$ cat src/rtl/imem_loadable_if.sv
// Bus bundle for imem_loadable: streaming program-load port plus the fetch port.
// The master side (loader/datapath) drives requests; the slave side is the memory.
interface imem_loadable_if #(
  parameter int ADDR_WIDTH = 64,
  parameter int DATA_WIDTH = 32,
  parameter int IDX_W      = 6
);
  logic                  load_valid;
  logic                  load_ready;
  logic [DATA_WIDTH-1:0] load_data;
  logic                  load_last;
  logic                  load_restart;
  logic [IDX_W:0]        load_count;
  logic                  loaded;
  logic                  fetch_req;
  logic [ADDR_WIDTH-1:0] fetch_addr;
  logic                  fetch_valid;
  logic [DATA_WIDTH-1:0] fetch_instr;
  logic [1:0]            fetch_fault;

  modport master (
    output load_valid, load_data, load_last, load_restart, fetch_req, fetch_addr,
    input  load_ready, load_count, loaded, fetch_valid, fetch_instr, fetch_fault
  );

  modport slave (
    input  load_valid, load_data, load_last, load_restart, fetch_req, fetch_addr,
    output load_ready, load_count, loaded, fetch_valid, fetch_instr, fetch_fault
  );
endinterface

$ cat src/rtl/imem_loadable.sv
// Loadable instruction memory: LOAD/RUN sequencer, one-write/one-read word array,
// registered fetch with misalignment/out-of-range faults and NOP substitution.
module imem_loadable #(
  parameter int                    ADDR_WIDTH = 64,
  parameter int                    DATA_WIDTH = 32,
  parameter int                    DEPTH      = 64,
  parameter int                    IDX_W      = $clog2(DEPTH),
  parameter logic [DATA_WIDTH-1:0] NOP_WORD   = 32'hD503201F
) (
  input  logic            clk,
  input  logic            reset,
  imem_loadable_if.slave  bus
);

  typedef enum logic {S_LOAD, S_RUN} state_t;

  state_t                state_reg;
  logic [IDX_W-1:0]      wptr_reg;
  logic [IDX_W:0]        count_reg;
  logic [DEPTH-1:0]      written_vec;
  logic [DATA_WIDTH-1:0] mem [DEPTH];
  logic [DATA_WIDTH-1:0] rd_data_reg;
  logic                  use_nop_reg;
  logic                  fetch_valid_reg;
  logic [1:0]            fault_reg;

  logic             load_fire;
  logic             restart;
  logic             fetch_fire;
  logic             last_slot;
  logic             misaligned;
  logic             out_of_range;
  logic [IDX_W-1:0] fetch_idx;

  assign load_fire    = (state_reg == S_LOAD) && bus.load_valid;
  assign restart      = (state_reg == S_RUN) && bus.load_restart;
  assign fetch_fire   = (state_reg == S_RUN) && bus.fetch_req && !bus.load_restart;
  assign last_slot    = (wptr_reg == IDX_W'(DEPTH - 1));
  assign fetch_idx    = bus.fetch_addr[IDX_W+1:2];
  assign misaligned   = |bus.fetch_addr[1:0];
  // DEPTH is a power of two, so "word index >= DEPTH" is any set bit above the index field.
  assign out_of_range = |bus.fetch_addr[ADDR_WIDTH-1:IDX_W+2];

  always_ff @(posedge clk) begin
    if (reset) begin
      state_reg <= S_LOAD;
      wptr_reg  <= '0;
      count_reg <= '0;
    end else if (state_reg == S_LOAD) begin
      if (load_fire) begin
        wptr_reg  <= wptr_reg + 1'b1;
        count_reg <= count_reg + 1'b1;
        if (bus.load_last || last_slot) begin
          state_reg <= S_RUN;
        end
      end
    end else if (restart) begin
      state_reg <= S_LOAD;
      wptr_reg  <= '0;
      count_reg <= '0;
    end
  end

  // Per-word written flags mask stale array contents left over from earlier programs.
  genvar gi;
  generate
    for (gi = 0; gi < DEPTH; gi++) begin : g_written
      logic written_reg;
      always_ff @(posedge clk) begin
        if (reset || restart) begin
          written_reg <= 1'b0;
        end else if (load_fire && (wptr_reg == IDX_W'(gi))) begin
          written_reg <= 1'b1;
        end
      end
      assign written_vec[gi] = written_reg;
    end
  endgenerate

  // Array write and read kept free of reset so the storage maps onto block/distributed RAM.
  always_ff @(posedge clk) begin
    if (load_fire) begin
      mem[wptr_reg] <= bus.load_data;
    end
  end

  always_ff @(posedge clk) begin
    if (fetch_fire) begin
      rd_data_reg <= mem[fetch_idx];
    end
  end

  always_ff @(posedge clk) begin
    if (reset) begin
      fetch_valid_reg <= 1'b0;
      use_nop_reg     <= 1'b1;
      fault_reg       <= 2'b00;
    end else begin
      fetch_valid_reg <= fetch_fire;
      if (fetch_fire) begin
        fault_reg   <= {out_of_range, misaligned};
        use_nop_reg <= out_of_range || misaligned || !written_vec[fetch_idx];
      end
    end
  end

  assign bus.load_ready  = (state_reg == S_LOAD);
  assign bus.loaded      = (state_reg == S_RUN);
  assign bus.load_count  = count_reg;
  assign bus.fetch_valid = fetch_valid_reg;
  assign bus.fetch_fault = fault_reg;
  assign bus.fetch_instr = use_nop_reg ? NOP_WORD : rd_data_reg;

endmodule

$ cat src/flat_wrapper.sv
// flat-port wrapper written by rule: the top's interface ports become plain ports
module imem_loadable_flat 
#(
  parameter int                    ADDR_WIDTH = 64,
  parameter int                    DATA_WIDTH = 32,
  parameter int                    DEPTH      = 64,
  parameter int                    IDX_W      = $clog2(DEPTH),
  parameter logic [DATA_WIDTH-1:0] NOP_WORD   = 32'hD503201F
)
  (clk, reset, bus_load_valid, bus_load_data, bus_load_last, bus_load_restart, bus_fetch_req, bus_fetch_addr, bus_load_ready, bus_load_count, bus_loaded, bus_fetch_valid, bus_fetch_instr, bus_fetch_fault);
  imem_loadable_if #(.ADDR_WIDTH(ADDR_WIDTH), .DATA_WIDTH(DATA_WIDTH), .IDX_W(IDX_W)) bus_i ();
  input  logic clk;
  input  logic reset;
  input wire logic [$bits(bus_i.load_valid)-1:0] bus_load_valid;
  input wire logic [$bits(bus_i.load_data)-1:0] bus_load_data;
  input wire logic [$bits(bus_i.load_last)-1:0] bus_load_last;
  input wire logic [$bits(bus_i.load_restart)-1:0] bus_load_restart;
  input wire logic [$bits(bus_i.fetch_req)-1:0] bus_fetch_req;
  input wire logic [$bits(bus_i.fetch_addr)-1:0] bus_fetch_addr;
  output wire logic [$bits(bus_i.load_ready)-1:0] bus_load_ready;
  output wire logic [$bits(bus_i.load_count)-1:0] bus_load_count;
  output wire logic [$bits(bus_i.loaded)-1:0] bus_loaded;
  output wire logic [$bits(bus_i.fetch_valid)-1:0] bus_fetch_valid;
  output wire logic [$bits(bus_i.fetch_instr)-1:0] bus_fetch_instr;
  output wire logic [$bits(bus_i.fetch_fault)-1:0] bus_fetch_fault;
  assign bus_i.load_valid = bus_load_valid;
  assign bus_i.load_data = bus_load_data;
  assign bus_i.load_last = bus_load_last;
  assign bus_i.load_restart = bus_load_restart;
  assign bus_i.fetch_req = bus_fetch_req;
  assign bus_i.fetch_addr = bus_fetch_addr;
  assign bus_load_ready = bus_i.load_ready;
  assign bus_load_count = bus_i.load_count;
  assign bus_loaded = bus_i.loaded;
  assign bus_fetch_valid = bus_i.fetch_valid;
  assign bus_fetch_instr = bus_i.fetch_instr;
  assign bus_fetch_fault = bus_i.fetch_fault;
  imem_loadable #(.ADDR_WIDTH(ADDR_WIDTH), .DATA_WIDTH(DATA_WIDTH), .DEPTH(DEPTH), .IDX_W(IDX_W), .NOP_WORD(NOP_WORD)) u_core (.clk(clk), .reset(reset), .bus(bus_i));
endmodule
$ cat config.mk
export PLATFORM = sky130hd
export DESIGN_NAME = imem_loadable_flat
export DESIGN_NICKNAME = d
export VERILOG_FILES = /design/src/rtl/imem_loadable_if.sv /design/src/rtl/imem_loadable.sv /design/src/flat_wrapper.sv
export SDC_FILE = /design/constraint.sdc
export NUM_CORES = 2
export LEC_CHECK = 0
export CAP_MARGIN = 10
export CELL_PAD_IN_SITES_DETAIL_PLACEMENT = 1
export CELL_PAD_IN_SITES_GLOBAL_PLACEMENT = 2
export CORE_UTILIZATION = 26
export DETAILED_ROUTE_END_ITERATION = 12
export HOLD_SLACK_MARGIN = 0.06
export PLACE_DENSITY = 0.52
export SLEW_MARGIN = 30
export SYNTH_ARGS = -nofsm -noshare
export SYNTH_HDL_FRONTEND = slang
export SYNTH_SLANG_ARGS = --single-unit
$ cat constraint.sdc
create_clock -name clk -period 4.4 [get_ports clk]
set_clock_uncertainty 0.1 [all_clocks]
set_input_delay 0.44 -clock clk [delete_from_list [all_inputs] [get_ports clk]]
set_output_delay 0.44 -clock clk [all_outputs]
set_load 0.005 [all_outputs]
# [Word-level counts from Yosys, hierarchy flattened]
# Memories as Yosys holds them, arrays and structs flattened. A register that Yosys moved wholly into a read port is not among the register bits.
# Index checks and enable logic that the tools add are counted.
[classes] add_sub_neg=2 order_cmp=1 n_eq_ne=64 muxes=15 bitwise=1 reduce_logical=79
[op_table] cell="6-bit equality test, second input constant" n=32
[op_table] cell="6-bit by 5-bit equality test with 1-bit output, second input constant" n=16
[op_table] cell="1-bit logical AND" n=68
[op_table] cell="56-bit OR reduction" n=1
[op_table] cell="6-bit by 4-bit equality test with 1-bit output, second input constant" n=8
[op_table] cell="32-bit 2-to-1 mux" n=1
[op_table] cell="6-bit by 3-bit equality test with 1-bit output, second input constant" n=4
[op_table] cell="7-bit 2-to-1 mux" n=3
[op_table] cell="6-bit 2-to-1 mux" n=3
[op_table] cell="6-bit by 2-bit equality test with 1-bit output, second input constant" n=2
[op_table] cell="7-bit by 1-bit adder with 7-bit output, second input constant" n=1
[op_table] cell="6-bit by 7-bit < comparator with 1-bit output, second input constant" n=1
[op_table] cell="1-bit 2-to-1 mux" n=7
[op_table] cell="6-bit by 1-bit adder with 6-bit output, second input constant" n=1
[op_table] cell="1-bit binary-select mux with 6-bit select" n=1
[op_table] cell="6-bit by 1-bit equality test with 1-bit output, second input constant" n=1
[op_table] cell="6-bit zero test" n=1
[op_table] cell="1-bit logical OR" n=4
[op_table] cell="1-bit zero test" n=2
[op_table] cell="2-bit inequality test, second input constant" n=1
[op_table] cell="2-bit AND reduction" n=1
[op_table] cell="2-bit nonzero test" n=1
[op_table] cell="2-bit OR reduction" n=1
[op_table] cell="1-bit NOT" n=1
[totals] ff_bits=82 mem_bits_rw=2048 in_bits=102 out_inout_bits=44 elab_cells=233 mem_count=1
[mem_list] memory="u_core.mem" depth=64 word_bits=32 rd=1 rd_ports_with_merged_regs=1 write_ports=1 line_no="imem_loadable.sv:21" text="logic [DATA_WIDTH-1:0] mem [DEPTH];"

# [Depth between registers and ports, before layout]
[logic_depth] ltp_word=5 mapped_depth=9 mapped_depth_nobuf=5

# [Least setup slack after synthesis]
# No wires, ideal clock.
[synth_path] path_type="flip-flop to flip-flop" startpoint="reg u_core.wptr_reg[2]" endpoint="mem u_core.mem[31][0] (enable)" arrival_time_ns=3.990 required_time_ns=3.795 setup_slack_ns=-0.195 path_stages_with_launch=4 path_buffers=1 cell_sequence="dfxtp_1 -> clkbuf_1 -> nand4_1 -> nor4_1"
[synth_lines] element="start: declaration" line_no="imem_loadable.sv:18" text="logic [IDX_W-1:0] wptr_reg;"
[synth_lines] element="start signal: assignment" line_no="imem_loadable.sv:51" text="wptr_reg <= wptr_reg + 1'b1;"
[synth_lines] element="end: declaration" line_no="imem_loadable.sv:21"
# Straight into the memory's write port.

# [Final worst setup path]
[layout_path] startpoint="reg u_core.use_nop_reg" endpoint="out bus_fetch_instr[17]"
[layout_between] elab_chain_len=1
[layout_rtl] element="start: declaration" line_no="imem_loadable.sv:23" text="logic use_nop_reg;"
[layout_rtl] element="start signal: assignment" line_no="imem_loadable.sv:102" text="use_nop_reg <= out_of_range || misaligned || !written_vec[fetch_idx];"
[layout_rtl] element="32-bit 2-to-1 mux" line_no="imem_loadable.sv:112" text="assign bus.fetch_instr = use_nop_reg ? NOP_WORD : rd_data_reg;"
[layout_rtl] element="end: declaration" line_no="flat_wrapper.sv:24" text="output wire logic [$bits(bus_i.fetch_instr)-1:0] bus_fetch_instr;"
# No other way between the ends.

==> reports/results.md <==
| Stage | Metric | Value |
|---|---|---|
| outcome | Run status | completed |
| setup path | Arrival time at the worst endpoint | 2.79 ns |
| routing | Via count normalized by instance count | 4.74 |
| finish | Layout filler cell count | 31200 |
| grt | All-Layer GR Usage | 15.7% |
| finish | Max FFs per register | 2048 |
| logic synthesis | Most used DFF post-synth | edfxtp_1 |
| clocking | Clock buffer depth | 4 |
| logic synthesis | Syn Nets | 3652 |
| die | Vertical extent of the die | 565 um |
| routing | First-pass detailed-route iteration total | 7 |
| power and ir drop | Total power | 0.0435 W |
| setup path | Crit. End Element | output port |
| routing | Count of vias placed by the detailed router | 39500 |
| finish | Commonest non-fill, non-tap cells in the layout | edfxtp_1, mux4_2, clkbuf_16 |
| clocking | Clock-pin slew of the registers on the worst-case setup and hold paths | 0.06 ns |
| setup path | Largest fanout of any net on the critical path | 24 |
| grt | Vias in the first global route | 41700 |
| timing | Worst Tran Pin Value | 1.02 ns |
| die | Die Area | 319000 um2 |
| timing | Final worst path period need | 3.33 ns |
| die | FP Rows | 206 |
| timing | Highest Clock Rate | 300 MHz |
| die | Number of top-level pins | 146 |
| power and ir drop | Switching Power | 0.00941 W |
| place | Count of input and output buffers | 145 |
| clocking | Clock root buffer | clkbuf_16 |
| grt | Antenna violations before repair | 21 |
| finish | Area growth from synthesis to final layout | 19.4% |
| clocking | Count of instances resized after the clock tree is built | 0 |
| routing | Routed WL | 253 mm |
| grt | Largest net degree at the start of global routing | 80 |
| finish | Fraction of layout instances using a drive strength above 1 | 31.0% |
| grt | Remaining global-route overflow | 0 |
| power and ir drop | Total power per unit cell area | 443 nW/um2 |
| place | Final RePlAce weighted congestion | 0.713 |
| timing | Slew HR | 31.7% |
| hold path | Hold Path Class | in2reg |
| clocking | Setup Fix Bufs, Post-CTS | 0 |
| logic synthesis | Number of distinct standard cells referenced by the synthesized netlist | 44 |
| logic synthesis | Cells taking the most area after synthesis | edfxtp_1, mux4_2, dfxtp_1 |
| logic synthesis | Count of mapped cells out of synthesis | 3545 |
| power and ir drop | Worst IR drop on VDD | 0.346 mV |
| logic synthesis | Part of the Yosys area used for sequential elements | 77.8% |
| clocking | Total number of clock tree sinks | 2162 |
| power and ir drop | Total internal power | 0.0341 W |
| setup path | Kind of critical path | reg2out |
| finish | Most common cell after layout, fill and taps aside | edfxtp_1 |
| power and ir drop | Clk network pwr share | 43.3% |
| clocking | Number of levels in the clock H-tree | 4 |
| routing | Drt drc | 0 |
| clocking | Clock tree from TritonCTS | yes |
| power and ir drop | Sw Share | 21.6% |
| setup path | Startpoint Class | flop |
| logic synthesis | Synth top area share | 75.8% |
| timing | Count of final hold-check violations | 0 |
| logic synthesis | Flop and latch count out of synthesis | 2162 |
| clocking | TritonCTS buffer count | 236 |
| logic synthesis | Warnings, synthesis | 0 |
| clocking | CTS Hold Buffers Added | 26 |
| die | Area of the core | 315000 um2 |
| finish | Layout net count | 4078 |
| power and ir drop | Combinational share of power | 4.7% |
| logic synthesis | Post-Syn Area | 82400 um2 |
| logic synthesis | Area leader, netlist | edfxtp_1 |
| power and ir drop | Sequential cell fraction of total power | 52.0% |
| timing | Total count of max-transition violations in the final report | 0 |
| flow run | Max capacitance violation total | 0 |
| timing | Share of the clock period used by the worst path after layout | 75.7% |
| clocking | Clk Latency, worst-skew pair | 0.90 ns |
| timing | RSZ-0062 raised after global routing | no |
| grt | First-pass GRT wire length | 347 mm |
| timing | Accumulated negative setup slack | 0 ns |
| routing | DRC marker count from the first detailed-route iteration | 4228 |
| logic synthesis | Proportion of synthesized flip-flops having asynchronous set or reset | 0% |
| routing | Post-route antenna net violation count | 0 |
| setup path | Endpoint required time on the critical path | 3.86 ns |
| routing | Routed wirelength normalized by instance count | 30.4 um |
| die | Starting utilization of the core area | 26.2% |
| timing | Number of setup violations in the final report | 0 |
| place | Post-DP HPWL | 141 mm |
| power and ir drop | P_leak | 29.9 nW |
| die | Die span in x | 565 um |
| logic synthesis | Post-Syn Area per Cell | 23.2 um2 |
| logic synthesis | Number of synthesized flops with an enable pin | 2080 |
-- stage by stage --
stage | cells | hold WS (ns) | util [%] | instance area, um2 | setup slack [ns]
finish | 8338 | 0.105 | 31.2 | 98400 | 1.07
global route | 8334 | 0.110 | 31.2 | 98300 | 0.869
CTS | 8315 | 0.0677 | 31.2 | 98300 | 0.856
detailed placement | 7867 | 0.355 | 28.8 | 90800 | 0.438
global placement | 7866 | 0.343 | 28.8 | 90800 | 0.399
floorplan | 3545 | 0.331 | - | 82400 | 0.384
-- critical path, cell delays in order, from the launching register on --
cell and delay (ns):
dfxtp_2 0.73, buf_4 0.46, or2_2 0.19, clkdlybuf4s50_1 0.57
-- Yosys cell counts (all sizes together) (8+ instances only) --
library cell     n
a21oi           85
a22oi           74
and2            16
and3             8
buf            112
clkbuf          80
dfxtp           82
edfxtp        2080
mux2i           15
mux4           637
nand2           58
nand3            9
nor2           153
nor2b           31
nor3             8
nor4            18
or2             15
-- cells by family (layout without fill, tap and decap cells) --
family	count (synthesis)	in the layout	share of synthesized area, %
other	0	23	0
adders and majority gates	5	5	0.0759
AOI/OAI and AO/OA	188	188	1.47
and+or+nand+nor	335	335	1.90
muxes	653	653	17.6
buffers and inverters	198	808	1.12
DFF	2162	2162	77.8
xor gates and xnor gates	4	4	0.0425
-- metal layers --
metal / GRT usage (%) / share of wire [%] / vias to the layer above
li1: - / - / 16000
met1: 21.8 / 44 / 22000
met2: 25.6 / 48 / 1135
met3: 2.51 / 5.3 / 341
met4: 4.31 / 2.7 / 2
met5: 0 / 0.0051 / -
-- path summary, 6_finish.rpt --
check	from	end	slack [ns]	cells after the start
worst max-delay path	u_core.use_nop_reg	bus_fetch_instr[17]	1.07	3
worst min register to register	u_core.g_written[28].written_reg	u_core.g_written[28].written_reg	0.37	2
worst max register to register	u_core.wptr_reg[1]	u_core.mem[10][18]	1.22	5
worst min-delay path	bus_load_data[27]	u_core.mem[22][27]	0.10	2
-- area by class of cell --
class                   instances  area [um2]  share of cell area (%)
inverters                       6        22.5                  0.0229
diodes                         23        57.6                  0.0585
repair buffers                380        3880                    3.94
clock buffers                 283        6180                    6.28
multi-input cells            1185       17900                    18.2
well taps                    4160        5200                    5.29
flip-flops and latches       2162       64100                    65.2
clock inverters               139        1020                    1.04
-- power by group through the flow --
| stage | clock network, W | registers (W) | logic [W] |
|---|---|---|---|
| floorplan | 0 | 0.0231 | 0.00107 |
| global placement | 0 | 0.0231 | 0.00206 |
| detailed placement | 0 | 0.0231 | 0.00209 |
| CTS | 0.0193 | 0.0226 | 0.00212 |
| global route | 0.0200 | 0.0226 | 0.00220 |
| finish | 0.0188 | 0.0226 | 0.00206 |
(Power assumes the default switching activity.)
